File: config.mk
export PLATFORM = sky130hd
export DESIGN_NAME = hex_display_scanner
export DESIGN_NICKNAME = d
export VERILOG_FILES = /design/src/rtl/hex_display_scanner.sv
export SDC_FILE = /design/constraint.sdc
export NUM_CORES = 1
export LEC_CHECK = 0
export ABC_AREA = 1
export ABC_CLOCK_PERIOD_IN_PS = 2000
export CAP_MARGIN = 15
export CORE_ASPECT_RATIO = 0.8
export CORE_MARGIN = 3
export CORE_UTILIZATION = 52
export CTS_CLUSTER_SIZE = 28
export DETAILED_ROUTE_END_ITERATION = 12
export GPL_ROUTABILITY_DRIVEN = 0
export PLACE_DENSITY = 0.92
export SLEW_MARGIN = 20
export SYNTH_ARGS = -nofsm -noshare
export SYNTH_HDL_FRONTEND = slang
export SYNTH_SLANG_ARGS = --single-unit
export TNS_END_PERCENT = 50
File: constraint.sdc
create_clock -name clk -period 2 [get_ports clk]
set_input_delay 0.6 -clock clk [delete_from_list [all_inputs] [get_ports clk]]
set_output_delay 0.6 -clock clk [all_outputs]
set_load 0.01 [all_outputs]
File: src/rtl/hex_display_scanner.sv
// Eight-digit multiplexed hex display driver with a tear-free shadow word and anode guard intervals.
// Optional feature: define LEADING_ZERO_BLANK_EN to blank leading zero digits (digit 7 always shown).
module hex_display_scanner #(
    parameter int CLK_DIV      = 1000,
    parameter int GUARD_CYCLES = 2
) (
    input  logic        clk,
    input  logic        rstb,
    input  logic        enable,
    input  logic [31:0] x_in,
    input  logic        load,
    output logic [31:0] word_out,
    output logic [2:0]  byte_select,
    input  logic [3:0]  nibble,
    output logic [7:0]  anodes,
    output logic [6:0]  segments,
    output logic        frame_done
);

    localparam int MAX_CNT = (CLK_DIV > GUARD_CYCLES) ? CLK_DIV : GUARD_CYCLES;
    localparam int CNT_W   = $clog2(MAX_CNT + 1);
    localparam logic [CNT_W-1:0] GUARD_LAST = CNT_W'(GUARD_CYCLES - 1);
    localparam logic [CNT_W-1:0] DRIVE_LAST = CNT_W'(CLK_DIV - 1);

    typedef enum logic [1:0] {
        ST_IDLE,
        ST_GUARD,
        ST_DRIVE
    } state_t;

    state_t             state_q, state_d;
    logic [CNT_W-1:0]   cnt_q, cnt_d;
    logic [2:0]         digit_q, digit_d;
    logic [31:0]        word_q, word_d;
    logic [31:0]        pend_q, pend_d;
    logic               pv_q, pv_d;
    logic [6:0]         seg_q, seg_d;
    logic [7:0]         anodes_q, anodes_d;
    logic               frame_done_q, frame_done_d;
    logic               frame_start;
    logic               blank;

    function automatic logic [6:0] hex_to_seg(input logic [3:0] n);
        case (n)
            4'h0: hex_to_seg = 7'h40;
            4'h1: hex_to_seg = 7'h79;
            4'h2: hex_to_seg = 7'h24;
            4'h3: hex_to_seg = 7'h30;
            4'h4: hex_to_seg = 7'h19;
            4'h5: hex_to_seg = 7'h12;
            4'h6: hex_to_seg = 7'h02;
            4'h7: hex_to_seg = 7'h78;
            4'h8: hex_to_seg = 7'h00;
            4'h9: hex_to_seg = 7'h10;
            4'hA: hex_to_seg = 7'h08;
            4'hB: hex_to_seg = 7'h03;
            4'hC: hex_to_seg = 7'h46;
            4'hD: hex_to_seg = 7'h21;
            4'hE: hex_to_seg = 7'h06;
            default: hex_to_seg = 7'h0E;
        endcase
    endfunction

    // A digit is a leading zero when it and every digit to its left are zero.
`ifdef LEADING_ZERO_BLANK_EN
    assign blank = (digit_q != 3'd7) &&
                   ((word_q >> (5'd28 - {digit_q, 2'b00})) == 32'd0);
`else
    assign blank = 1'b0;
`endif

    always_comb begin
        state_d     = state_q;
        cnt_d       = cnt_q;
        digit_d     = digit_q;
        seg_d       = seg_q;
        word_d      = word_q;
        pend_d      = pend_q;
        pv_d        = pv_q;
        frame_start = 1'b0;

        case (state_q)
            ST_IDLE: begin
                cnt_d   = '0;
                digit_d = 3'd0;
                if (enable) begin
                    state_d     = ST_GUARD;
                    frame_start = 1'b1;
                end
            end
            ST_GUARD: begin
                if (!enable) begin
                    state_d = ST_IDLE;
                    cnt_d   = '0;
                    digit_d = 3'd0;
                end else if (cnt_q == GUARD_LAST) begin
                    state_d = ST_DRIVE;
                    cnt_d   = '0;
                    seg_d   = blank ? 7'h7F : hex_to_seg(nibble);
                end else begin
                    cnt_d = cnt_q + CNT_W'(1);
                end
            end
            ST_DRIVE: begin
                if (!enable) begin
                    state_d = ST_IDLE;
                    cnt_d   = '0;
                    digit_d = 3'd0;
                end else if (cnt_q == DRIVE_LAST) begin
                    state_d     = ST_GUARD;
                    cnt_d       = '0;
                    digit_d     = digit_q + 3'd1;
                    frame_start = (digit_q == 3'd7);
                end else begin
                    cnt_d = cnt_q + CNT_W'(1);
                end
            end
            default: begin
                state_d = ST_IDLE;
                cnt_d   = '0;
                digit_d = 3'd0;
            end
        endcase

        if (state_d == ST_IDLE) begin
            seg_d = 7'h7F;
        end

        // The shadow word only changes at the start of a frame; a coincident load bypasses pending.
        if (frame_start) begin
            if (load) begin
                word_d = x_in;
            end else if (pv_q) begin
                word_d = pend_q;
            end
            pv_d = 1'b0;
        end else if (load) begin
            pend_d = x_in;
            pv_d   = 1'b1;
        end

        anodes_d     = (state_d == ST_DRIVE) ? ~(8'h80 >> digit_d) : 8'hFF;
        frame_done_d = (state_d == ST_DRIVE) && (digit_d == 3'd7) && (cnt_d == DRIVE_LAST);
    end

    always_ff @(posedge clk) begin
        if (!rstb) begin
            state_q      <= ST_IDLE;
            cnt_q        <= '0;
            digit_q      <= 3'd0;
            seg_q        <= 7'h7F;
            word_q       <= 32'd0;
            pend_q       <= 32'd0;
            pv_q         <= 1'b0;
            anodes_q     <= 8'hFF;
            frame_done_q <= 1'b0;
        end else begin
            state_q      <= state_d;
            cnt_q        <= cnt_d;
            digit_q      <= digit_d;
            seg_q        <= seg_d;
            word_q       <= word_d;
            pend_q       <= pend_d;
            pv_q         <= pv_d;
            anodes_q     <= anodes_d;
            frame_done_q <= frame_done_d;
        end
    end

    assign word_out    = word_q;
    assign byte_select = digit_q;
    assign anodes      = anodes_q;
    assign segments    = seg_q;
    assign frame_done  = frame_done_q;

endmodule

==> results.txt <==
----------------------------------------------------
[Detailed routing]
  Drc violations ... 0
  Total number of vias ... 4617
  Post-detailed-routing wire length ... around 12000 um
  1st-pass router iterations ... 5
  Average wire length per cell after detail routing ... roughly 14 um
  Drt first-iter violations ... 257
  Detail Route Antenna Nets ... 0
  Vias per cell ... 5.356

[Timing]
  Tcrit/Tclk final ... a little over nine tenths
  Worst Max-Slew Pin Slew ... around 0.37 ns
  Post-layout min period ... approximately 1.9 ns
  Worst slew slack as a fraction of its limit ... between 70 and 80%
  RSZ-0062 raised after global routing ... false
  Clock tree skew after final layout ... approximately 0.011 ns
  Hold violation count in the final report ... 0
  Count of final setup violators ... 0
  F_max ... 517.4 MHz
  Final max-slew violation count ... 0

[Final layout]
  Count of non-filler cells in the finished layout ... ~860
  Diodes inserted ... 0
  Fraction of final layout cells sized beyond drive strength 1 ... about 7.4%
  Fillers ... 700
  Post-synthesis to final-layout area growth ... 28.38%
  Nets@finish ... around 800
  Post-route cell area ... a little under 6000 um2
  Utilization after layout ... 71.09%

[Global route]
  Final global-route overflow total ... 0
  First-pass GRT wire length ... 19640 um
  Total routing usage reported by global routing ... between 20% and 30%
  Vias in the first global route ... 4345
  Initial antenna violation count ... 0
  Pin count of the biggest net entering global routing ... 50

[Power and ir drop]
  Largest voltage drop on the vdd net ... approximately 0.44 mV
  Internal power contribution ... 2826 uW
  Leak pwr ... about 0.0025 uW
  Overall power consumption ... roughly 3900 uW
  Clock Power Share ... between 30% and 40%
  Fraction of power spent switching nets ... 27.08%
  Sequential group share of total power ... 52.0%
  Reported net switching power ... about 1000 uW
  Power density over the cells ... about 660 nW/um2
  Comb pwr share ... ~15%

[Worst setup path]
  Kind of cell adding the most delay to the critical path ... buffers and inverters
  Data required time at the worst endpoint ... between 1 and 1.5 ns
  Maximum fanout encountered on the critical timing path ... 4
  Critical path cell sequence ... clkdlybuf4s50_1
  Launching instance or port of the critical path ... byte_select[0]
  Worst-case reg-to-reg path depth ... 10
  Cell with the largest stage delay on the worst path ... sky130_fd_sc_hd__clkdlybuf4s50_1
  Slack of the worst reg-to-reg path ... roughly 0.1 ns
  Biggest cell delay along the critical path ... roughly 0.57 ns
  Capturing element type of the critical path ... primary output
  Data arrival time of the worst path ... around 1.3 ns
  Kind of critical path ... flop to primary output
  CP Buf/Inv Count ... 1
  Worst r2r src ... cnt_q[0]
  Worst Setup Start Kind ... flop
  Endpoint of the worst register-to-register path ... word_out[31]

[Status]
  Outcome ... completed

[Placed design]
  Number of input and output port buffers inserted ... 90
  Post-placement cell area ... about 5600 um2
  Total half-perimeter wirelength after legalization and detailed placement ... 8521 um
  Total placed cells including tap cells ... about 850

[Floorplan]
  Initial core utilization ... between 50 and 60%
  Ports ... slightly above 90
  Floorplan die height ... roughly 90 um
  Area enclosed by the die boundary ... a little under 10000 um2
  Horiz. Die Dim ... 110.5 um
  Num rows ... 29
  CORE AREA ... about 8200 um2

[Clock tree]
  Total CTS buffers ... 9
  Maximum clock path buffer count ... 2
  Post-CTS clock slew at the launch and capture registers of the worst setup and hold paths ... approximately 0.09 ns
  Clock tree sinks ... 96
  H-tree levels ... 3
  Cts-stage hold buffer count ... 0
  Clock Root Buffer ... sky130_fd_sc_hd__clkbuf_8
  TritonCTS clock tree ... done
  Clock latency on the worst-skew pair ... 0.36 ns

[Min path]
  Depth of the worst hold-timing path ... 1
  Hold_sp ... cnt_q[0]
  Worst min path class ... flop to flop
  Min-Delay Endpoint ... cnt_q[0]

[Synthesis]
  Top cell type by total area after synthesis ... sky130_fd_sc_hd__dfxtp_1
  Number of flip-flops and latches in the synthesized netlist ... 96
  Mapped Cells ... between 600 and 700
  Number of distinct library cells after synthesis ... 31
  Syn Area/Cell ... between 6 and 7 um2
  Proportion of synthesized chip area in sequential cells ... a little over two fifths
  Main area contributors after synthesis ... sky130_fd_sc_hd__dfxtp_1 42%, sky130_fd_sc_hd__nand2_1 18%, sky130_fd_sc_hd__nand3_1 9.7%, sky130_fd_sc_hd__a21oi_1 7.7%, sky130_fd_sc_hd__ha_1 3.9%
  Post-synthesis cell area ... between 4000 and 5000 um2
  Count of yosys warnings during synthesis ... 0
  Async set-or-reset flop fraction in the synthesized netlist ... 0%
  Dominant cell by count in the synthesized netlist ... sky130_fd_sc_hd__nand2_1
  List of most frequent post-synthesis cells ... 222 x sky130_fd_sc_hd__nand2_1, 96 x sky130_fd_sc_hd__dfxtp_1, 88 x sky130_fd_sc_hd__nand3_1
  Post-synth top area share ... a little over two fifths
  Number of synthesized flops with an enable pin ... 0
  Leading register cell type out of synthesis ... sky130_fd_sc_hd__dfxtp_1
  Syn_nets ... just over 700

[Job]
  Max Cap Viol ... 0

----------------------------------------------------
[power by group through the flow]
stage / sequential, uW / clock [uW] / combinational (uW)
5_1_grt: 2020 / 1370 / 647
2_1_floorplan: 2060 / 0 / 314
3_5_place_dp: 2060 / 0 / 574
4_1_cts: 2010 / 1290 / 577
3_3_place_gp: 2050 / 0 / 552
6_report: 2010 / 1280 / 586
[how the worst max path moves through the flow]
| stage | cells past startpoint | slack (ns) | end |
|---|---|---|---|
| floorplan | 10 | 0.32 | segments[0] |
| global placement | 8 | -0.09 | segments[3] |
| detailed placement | 8 | -0.17 | segments[3] |
| CTS | 9 | 0.003 | pend_q[26] |
| global route | 10 | 0.006 | word_out[29] |
| finish | 1 | 0.07 | byte_select[0] |
[registers in the layout (all words and copies together), names as in the netlist]
signal / flops
anodes: 8
pend_q: 32
state_q: 2
cnt_q: 10
word_out: 32
segments: 7
pv_q: 1
byte_select: 3
frame_done: 1
[cell type report]
| type | instances | area (um2) | share of cell area [%] |
|---|---|---|---|
| clock buffer | 10 | 127.6 | 2.189 |
| clock inverter | 6 | 67.56 | 1.159 |
| inverter | 47 | 177.7 | 3.048 |
| multi-input combinational | 482 | 2267 | 38.89 |
| sequential | 96 | 1923 | 32.99 |
| tap | 108 | 135.1 | 2.318 |
| timing repair buffer | 113 | 1131 | 19.40 |
[repair_timing]
| action | CTS | global route |
|---|---|---|
| setup endpoints to repair | 0 | 61 |
| buffers inserted | 0 | 1 |
| gates resized for setup | 0 | 5 |
[cell usage in the layout (no fill, tap or decap), types with 2 or more instances in the layout]
master / n
sky130_fd_sc_hd__nand2_1: 221
sky130_fd_sc_hd__dfxtp_1: 95
sky130_fd_sc_hd__clkdlybuf4s50_1: 89
sky130_fd_sc_hd__nand3_1: 88
sky130_fd_sc_hd__a21oi_1: 69
sky130_fd_sc_hd__nor2_1: 46
sky130_fd_sc_hd__inv_1: 45
sky130_fd_sc_hd__buf_4: 18
sky130_fd_sc_hd__ha_1: 14
sky130_fd_sc_hd__o21ai_0: 12
sky130_fd_sc_hd__clkbuf_8: 9
sky130_fd_sc_hd__nor3_1: 5
sky130_fd_sc_hd__buf_12: 5
sky130_fd_sc_hd__nand2_2: 4
sky130_fd_sc_hd__nor2_2: 3
sky130_fd_sc_hd__xor2_1: 3
sky130_fd_sc_hd__nand4_1: 2
sky130_fd_sc_hd__o21ai_1: 2
sky130_fd_sc_hd__clkinv_2: 2
sky130_fd_sc_hd__inv_6: 2
sky130_fd_sc_hd__clkinvlp_4: 2
[routing by layer]
layer | track usage [%] | up-vias | share of wire (%)
met5 | 0 | - | 0
met4 | 6.376 | 0 | 1.2
met3 | 5.425 | 13 | 6.6
met2 | 44.11 | 172 | 50
met1 | 28.73 | 2138 | 43
li1 | - | 2294 | -
[per-stage QoR]
| step | worst slack, ns | hold slack [ns] | TNS, ns |
|---|---|---|---|
| floorplan | 0.3157 | 0.4391 | 0 |
| global placement | -0.08972 | 0.4482 | -0.3849 |
| detailed placement | -0.1665 | 0.4525 | -2.056 |
| CTS | 0.002754 | 0.4664 | 0 |
| global route | 0.005715 | 0.4751 | 0 |
| finish | 0.06713 | 0.4544 | 0 |
[kinds of logic (layout without fill, tap and decap cells)]
kind of cell / Yosys count / after routing / synth area share, %
simple gates: 376 / 376 / 34.97
mux: 1 / 1 / 0.2205
compound gates: 88 / 88 / 9.975
flops: 96 / 96 / 42.33
buf+inv: 83 / 176 / 8.073
xor+xnor: 3 / 3 / 0.5788
fa+ha+maj: 14 / 14 / 3.858
(Power assumes the default switching activity.)
